`config.mk`:
```
export PLATFORM = sky130hd
export DESIGN_NAME = branch_predict_resolve
export DESIGN_NICKNAME = d
export VERILOG_FILES = /design/src/rtl/branch_pkg.sv /design/src/rtl/bht_btb_table.sv /design/src/rtl/branch_predict_resolve.sv
export SDC_FILE = /design/constraint.sdc
export NUM_CORES = 2
export LEC_CHECK = 0
export BUFFER_PORTS_ARGS = -buffer_cell sky130_fd_sc_hd__buf_2
export CAP_MARGIN = 30
export CELL_PAD_IN_SITES_DETAIL_PLACEMENT = 0
export CELL_PAD_IN_SITES_GLOBAL_PLACEMENT = 1
export CORE_ASPECT_RATIO = 1.25
export CORE_MARGIN = 2
export CORE_UTILIZATION = 45
export DETAILED_ROUTE_END_ITERATION = 12
export PLACE_DENSITY_LB_ADDON = 0.1
export SKIP_LAST_GASP = 1
export SLEW_MARGIN = 25
export SYNTH_ARGS = -nofsm -noshare
export SYNTH_HDL_FRONTEND = slang
export SYNTH_SLANG_ARGS = --single-unit
export TNS_END_PERCENT = 1
```
`constraint.sdc`:
```
create_clock -name clk -period 7.5 [get_ports clk]
set_input_delay 0 -clock clk [delete_from_list [all_inputs] [get_ports clk]]
set_output_delay 0 -clock clk [all_outputs]
set_load 0.005 [all_outputs]
```
`src/rtl/branch_pkg.sv`:
```
// branch_pkg: shared opcodes, branch condition encodings and table types for the branch predictor
//   OPC_*       : RV32 control-transfer opcodes
//   br_func3_e  : B-type condition encodings
//   ctr_t       : direction counter at the default width
//   btb_entry_t : {valid, tag, target} at the default geometry
package branch_pkg;
    localparam int XLEN_DEF    = 32;
    localparam int ENTRIES_DEF = 64;
    localparam int CTR_W_DEF   = 2;
    localparam int IDX_W_DEF   = $clog2(ENTRIES_DEF);
    localparam int TAG_W_DEF   = XLEN_DEF - IDX_W_DEF - 2;
    localparam logic [6:0] OPC_BRANCH = 7'b1100011;
    localparam logic [6:0] OPC_JAL    = 7'b1101111;
    localparam logic [6:0] OPC_JALR   = 7'b1100111;
    typedef enum logic [2:0] {
        F3_BEQ  = 3'b000,
        F3_BNE  = 3'b001,
        F3_BLT  = 3'b100,
        F3_BGE  = 3'b101,
        F3_BLTU = 3'b110,
        F3_BGEU = 3'b111
    } br_func3_e;
    typedef logic [CTR_W_DEF-1:0] ctr_t;
    typedef struct packed {
        logic                 valid;
        logic [TAG_W_DEF-1:0] tag;
        logic [XLEN_DEF-1:0]  target;
    } btb_entry_t;
endpackage

```
`src/rtl/bht_btb_table.sv`:
```
// bht_btb_table: direct-mapped direction counters plus BTB, one combinational read port and one synchronous write port
//   clk, rst_n          : clock, synchronous active-low reset (counters weakly not-taken, valids cleared)
//   rd_pc               : lookup PC; rd_taken = hit && counter MSB, rd_target = hit ? target : rd_pc+4
//   wr_ctr_en           : update the counter at wr_pc (wr_force -> saturate to max, else +/-1 by wr_taken)
//   wr_btb_en           : write {valid, tag, wr_target} at wr_pc
module bht_btb_table
    import branch_pkg::*;
#(
    parameter int XLEN    = XLEN_DEF,
    parameter int ENTRIES = ENTRIES_DEF,
    parameter int CTR_W   = CTR_W_DEF
) (
    input  logic            clk,
    input  logic            rst_n,
    input  logic [XLEN-1:0] rd_pc,
    output logic            rd_taken,
    output logic [XLEN-1:0] rd_target,
    input  logic            wr_ctr_en,
    input  logic            wr_taken,
    input  logic            wr_force,
    input  logic            wr_btb_en,
    input  logic [XLEN-1:2] wr_pc,
    input  logic [XLEN-1:0] wr_target
);
    localparam int IDX_W = $clog2(ENTRIES);
    localparam int TAG_W = XLEN - IDX_W - 2;
    localparam logic [CTR_W-1:0] CTR_INIT = CTR_W'((1 << (CTR_W - 1)) - 1);
    logic [CTR_W-1:0] ctr_q [ENTRIES];
    logic [CTR_W-1:0] ctr_d [ENTRIES];
    logic             valid_q [ENTRIES];
    logic             valid_d [ENTRIES];
    logic [TAG_W-1:0] tag_q [ENTRIES];
    logic [TAG_W-1:0] tag_d [ENTRIES];
    logic [XLEN-1:0]  target_q [ENTRIES];
    logic [XLEN-1:0]  target_d [ENTRIES];
    logic [IDX_W-1:0] ri, wi;
    logic [CTR_W-1:0] cur;
    logic             hit;
    assign ri        = rd_pc[IDX_W+1:2];
    assign wi        = wr_pc[IDX_W+1:2];
    assign cur       = ctr_q[wi];
    assign hit       = valid_q[ri] && tag_q[ri] == rd_pc[XLEN-1:IDX_W+2];
    assign rd_taken  = hit && ctr_q[ri][CTR_W-1];
    assign rd_target = hit ? target_q[ri] : rd_pc + XLEN'(4);
    always_comb begin
        ctr_d    = ctr_q;
        valid_d  = valid_q;
        tag_d    = tag_q;
        target_d = target_q;
        if (wr_ctr_en)
            ctr_d[wi] = wr_force ? '1 :
                        wr_taken ? (&cur ? cur : cur + CTR_W'(1)) :
                                   (|cur ? cur - CTR_W'(1) : cur);
        if (wr_btb_en) begin
            valid_d[wi]  = 1'b1;
            tag_d[wi]    = wr_pc[XLEN-1:IDX_W+2];
            target_d[wi] = wr_target;
        end
    end
    always_ff @(posedge clk) begin
        if (!rst_n) begin
            for (int i = 0; i < ENTRIES; i++) begin
                ctr_q[i]   <= CTR_INIT;
                valid_q[i] <= 1'b0;
            end
        end else begin
            ctr_q    <= ctr_d;
            valid_q  <= valid_d;
            tag_q    <= tag_d;
            target_q <= target_d;
        end
    end
endmodule

```
`src/rtl/branch_predict_resolve.sv`:
```
// branch_predict_resolve: BHT/BTB prediction at IF, branch/JAL/JALR resolution in EX, registered redirect and perf counters
//   pc_if -> pred_taken_if, pred_target_if          : combinational prediction (read-before-write)
//   valid_ex, stall_ex, opcode/func3/pc/imm/alu/flags : EX-stage resolve inputs
//   pred_taken_ex, pred_target_ex                   : prediction carried down from IF
//   redirect_valid, redirect_pc                     : registered 1-cycle flush and correct next PC
//   branch_taken_ex                                 : resolved direction of the active EX instruction
//   br_count, mispred_count                         : wrapping resolve and mispredict counters
module branch_predict_resolve
    import branch_pkg::*;
#(
    parameter int XLEN    = XLEN_DEF,
    parameter int ENTRIES = ENTRIES_DEF,
    parameter int CTR_W   = CTR_W_DEF,
    parameter int CNT_W   = 32
) (
    input  logic             clk,
    input  logic             rst_n,
    input  logic [XLEN-1:0]  pc_if,
    output logic             pred_taken_if,
    output logic [XLEN-1:0]  pred_target_if,
    input  logic             valid_ex,
    input  logic             stall_ex,
    input  logic [6:0]       opcode_ex,
    input  logic [2:0]       func3_ex,
    input  logic [XLEN-1:0]  pc_ex,
    input  logic [XLEN-1:0]  imm_ex,
    input  logic [XLEN-1:0]  alu_out_ex,
    input  logic             carry_ex,
    input  logic             zero_ex,
    input  logic             negative_ex,
    input  logic             overflow_ex,
    input  logic             pred_taken_ex,
    input  logic [XLEN-1:0]  pred_target_ex,
    output logic             redirect_valid,
    output logic [XLEN-1:0]  redirect_pc,
    output logic             branch_taken_ex,
    output logic [CNT_W-1:0] br_count,
    output logic [CNT_W-1:0] mispred_count
);
    logic             redirect_valid_q, redirect_valid_d;
    logic [XLEN-1:0]  redirect_pc_q, redirect_pc_d;
    logic [CNT_W-1:0] br_count_q, br_count_d;
    logic [CNT_W-1:0] mispred_count_q, mispred_count_d;
    logic             is_br, is_jal, is_jalr, is_jump, active, resolve, cond, f3_ok, taken, mispred;
    logic [XLEN-1:0]  target;
    // While a redirect is out, whatever sits in EX is wrong-path and must not resolve.
    assign active  = valid_ex && !stall_ex && !redirect_valid_q;
    assign is_br   = opcode_ex == OPC_BRANCH;
    assign is_jal  = opcode_ex == OPC_JAL;
    assign is_jalr = opcode_ex == OPC_JALR;
    assign is_jump = is_jal || is_jalr;
    assign resolve = active && (is_br || is_jump);
    always_comb begin
        cond  = 1'b0;
        f3_ok = 1'b1;
        case (br_func3_e'(func3_ex))
            F3_BEQ:  cond = zero_ex;
            F3_BNE:  cond = !zero_ex;
            F3_BLT:  cond = negative_ex ^ overflow_ex;
            F3_BGE:  cond = !(negative_ex ^ overflow_ex);
            F3_BLTU: cond = !carry_ex;
            F3_BGEU: cond = carry_ex;
            default: f3_ok = 1'b0;
        endcase
    end
    assign taken           = resolve && (is_jump || cond);
    assign target          = is_jalr ? alu_out_ex & ~XLEN'(1) : pc_ex + imm_ex;
    assign mispred         = resolve && (taken != pred_taken_ex || (taken && target != pred_target_ex));
    assign branch_taken_ex = taken;
    always_comb begin
        redirect_valid_d = mispred;
        redirect_pc_d    = mispred ? (taken ? target : pc_ex + XLEN'(4)) : redirect_pc_q;
        br_count_d       = br_count_q + CNT_W'(resolve);
        mispred_count_d  = mispred_count_q + CNT_W'(mispred);
    end
    always_ff @(posedge clk) begin
        if (!rst_n) begin
            redirect_valid_q <= 1'b0;
            redirect_pc_q    <= '0;
            br_count_q       <= '0;
            mispred_count_q  <= '0;
        end else begin
            redirect_valid_q <= redirect_valid_d;
            redirect_pc_q    <= redirect_pc_d;
            br_count_q       <= br_count_d;
            mispred_count_q  <= mispred_count_d;
        end
    end
    assign redirect_valid = redirect_valid_q;
    assign redirect_pc    = redirect_pc_q;
    assign br_count       = br_count_q;
    assign mispred_count  = mispred_count_q;
    // Branches with an undefined condition still count as resolved but never train.
    bht_btb_table #(.XLEN(XLEN), .ENTRIES(ENTRIES), .CTR_W(CTR_W)) u_table (
        .clk       (clk),
        .rst_n     (rst_n),
        .rd_pc     (pc_if),
        .rd_taken  (pred_taken_if),
        .rd_target (pred_target_if),
        .wr_ctr_en (resolve && (is_jump || f3_ok)),
        .wr_taken  (taken),
        .wr_force  (is_jump),
        .wr_btb_en (taken),
        .wr_pc     (pc_ex[XLEN-1:2]),
        .wr_target (target)
    );
endmodule

```
==> results by group <==
Yosys
  – Top post-synthesis cells by area: edfxtp_1 70%, mux4_2 16%, dfxtp_1 3.8%, nand2_1 0.72%, mux2i_1 0.68%
  – Syn Area/Cell: 20.62 µm²
  – Yosys cell types: 86
  – Synth top area share: a little over two thirds
  – Post-Synthesis Cell Area: 153700 µm²
  – Ys Warns: 0
  – Yosys reg bits: ~3900
  – Net Count, Synth: 7671
  – Synth Instances: around 7500
  – Register area share after synthesis: 73.79%
  – Cell taking the most area after synthesis: edfxtp_1
  – Post-synth EDFFs: around 3600
  – Main synth FF type: edfxtp_1
  – Synth async-reset ratio: 0%

Worst setup path
  – Worst reg2reg path depth: 16
  – CP max FO: 19
  – Critical path type: input pin to flip-flop
  – CP Launch Type: input pin
  – Worst Setup End Kind: flip-flop
  – WP data arrival: approximately 6.6 ns
  – CP required: 8.30 ns
  – R2R setup slack: ~3.2 ns
  – R2r endpoint: mispred_count[31]
  – Reg-to-reg critical path startpoint: redirect_valid

Layout
  – Fin nets: 8319
  – Most common library cell in the layout ignoring fill and taps: edfxtp_1
  – Most frequent cells in the layout: 3584 x edfxtp_1, 1094 x mux4_2, 401 x clkbuf_16, 303 x buf_2, 291 x nand2_1
  – Share of post-route cells with drive strength above 1: 28.87%
  – Area growth, synth to finish: 14.42%

STA
  – Final setup fails: 0
  – Max Freq: 172.8 MHz
  – Pins Over Slew Limit: 0
  – Relative slew slack: 25.08%
  – Worst setup skew after layout: 0.04231 ns
  – Fin Setup TNS: 0 ns
  – Final hold vios: 0
  – Final Cycle Share: 77.18%
  – RSZ-0062 raised after global routing: false
  – Tightest Pin Transition: between 1 and 1.5 ns
  – Crit path time final: a little under 6 ns
  – Hold Slack: 0.05996 ns

Status
  – Status: complete, no violations

Route
  – Wire length per cell: 38.99 µm
  – Post-detailed-routing wire length: 502200 µm
  – Vias per inst: approximately 6.4
  – Via count: between 80000 and 90000
  – Drt initial violations: 11340
  – Drt first pass iters: 6
  – DRC violations left: 0
  – Post-route ant nets: 0

Clock network
  – Hold_buf cts: 64
  – # Post-CTS Setup Buffers: 0
  – Clock slew at reported path FFs: 0.06 ns
  – Clock Latency Late Sink: about 0.91 ns
  – Clk sinks: 3873
  – CTS root buf: clkbuf_16
  – Worst-case clock buffer depth: 4
  – H-Tree Depth: 5
  – CTS Buf Count: roughly 390
  – TritonCTS clock tree: yes
  – Post-cts sizing count: 0

Die
  – DIE WIDTH: between 500 and 600 µm
  – Initial Util: 45.28%
  – Top-Level Pins: a little over 300
  – Row count: between 200 and 250
  – Die area: 346200 µm²
  – Core Area: 339400 µm²
  – Die Ht: 657.4 µm

Min path
  – Hold Path Sink: redirect_pc[15]
  – Worst Hold Depth: 5
  – Hold Crit Class: input pin to flip-flop
  – Hold Startpoint: pred_taken_ex

Global route
  – Initial antenna violation count: 38
  – Vias in the first global route: 82380
  – Largest net degree at the start of global routing: 117
  – Global-route wire length before repair: just under 700000 µm
  – Global-route usage over all layers: 28.71%
  – GRT overflow: 0

Placement
  – Port Buf Inserts: 308
  – DP Wirelength: 281200 µm
  – Gpl congestion: approximately 0.87

Power
  – Max VDD drop: 0.1849 mV
  – Power Dens Cells: between 200 and 300 nW/µm²
  – Leakage: between 50 and 60 nW

Flow run
  – Max_cap viols: 0
==> cells by family after synthesis <==
family / Yosys count / share of synthesized area, %
mux: 1249 / 17.26
fa+ha+maj: 39 / 0.3208
xor+xnor: 173 / 1.005
simple gates: 971 / 3.026
buf+inv: 450 / 1.364
compound gates: 699 / 3.235
flops: 3873 / 73.79
==> Yosys cell counts, types with 13 or more instances <==
cell type,instances
nand3_1,136
nor3_1,42
o22ai_1,19
mux4_2,1094
clkbuf_1,242
and3_1,42
o21ai_0,143
a211oi_1,13
xnor2_1,109
a221oi_1,39
nand2_1,294
edfxtp_1,3584
buf_4,28
xor2_1,62
or3_1,16
o211a_1,68
a21boi_0,17
a22oi_1,95
nand4_1,34
a21o_1,78
and2_1,75
buf_1,37
a31oi_1,17
inv_1,29
mux2_4,28
a21oi_1,91
mux2i_1,104
ha_1,37
nor2_1,226
a22o_1,31
buf_2,95
nor2b_1,38
dfxtp_1,289
==> worst max-delay path: stages <==
cell	delay, ns
dlygate4sd3_1	0.52
buf_2	0.38
ha_1	0.37
and2_1	0.20
a221oi_1	0.59
a21o_1	0.23
a21oi_1	0.13
a211oi_1	0.45
mux2i_1	0.32
nor3_1	0.09
o211ai_1	0.47
nor2_1	0.10
and4_1	0.19
a21oi_1	0.32
buf_4	0.25
ha_1	0.18
and3_1	0.32
nand3_1	0.23
or3_1	0.39
nor3_1	0.37
nand3_1	0.16
xnor2_1	0.15
and2_1	0.15
==> worst max-delay path by stage <==
stage / start / to / slack (ns) / cells past startpoint
after detailed placement: pc_ex[4] / mispred_count[30] / 1.27 / 25
after global placement: pc_ex[4] / mispred_count[29] / 1.18 / 22
after floorplan: pc_ex[0] / mispred_count[28] / 0.54 / 25
after CTS: pc_ex[4] / mispred_count[31] / 1.71 / 23
after global routing: pc_ex[4] / mispred_count[30] / 1.28 / 25
final: pc_ex[4] / mispred_count[31] / 1.71 / 23
==> metal layers <==
metal  share of wire (%)  up-vias  GRT usage (%)
met1                  40    45720          40.06
met5               0.015        -              0
met4                 3.3       12          8.637
li1                    -    32430              -
met2                  49     4079          46.85
met3                 8.0      724          4.451
==> stage by stage <==
step	cell area, µm²	cells	worst slack, ns	util, %	power (mW)
5_1_grt	175800	12870	1.276	51.81	47.78
3_5_place_dp	162700	12110	1.268	47.93	27.61
4_1_cts	175800	12870	1.713	51.79	46.84
3_3_place_gp	162300	12090	1.178	47.83	27.52
6_report	175800	12880	1.711	51.81	46.55
2_1_floorplan	153700	7454	0.5433	-	26.29
==> where the power goes <==
group	switching [mW]	leakage, nW	total [mW]	internal, mW
combinational	2.06	16.4	3.06	0.999
clock	8.30	6.09	19.4	11.1
sequential	0.000968	34.7	24.1	24.1
==> area by class of cell <==
type,count,area (µm²)
repair buffers,681,5251
clock inverters,212,1956
multi-input cells,3131,39000
well taps,4458,5578
fillers,26750,163600
clock buffers,487,10520
inverters,30,120.1
diodes,8,20.02
flip-flops and latches,3873,113400
==> registers in the layout, summed over array words and instances (netlist names) <==
signal            count
u_table.target_q   2048
u_table.ctr_q       128
u_table.valid_q      64
redirect_valid        1
u_table.tag_q      1536
redirect_pc          32
mispred_count        32
br_count             32
(Power assumes the default switching activity.)
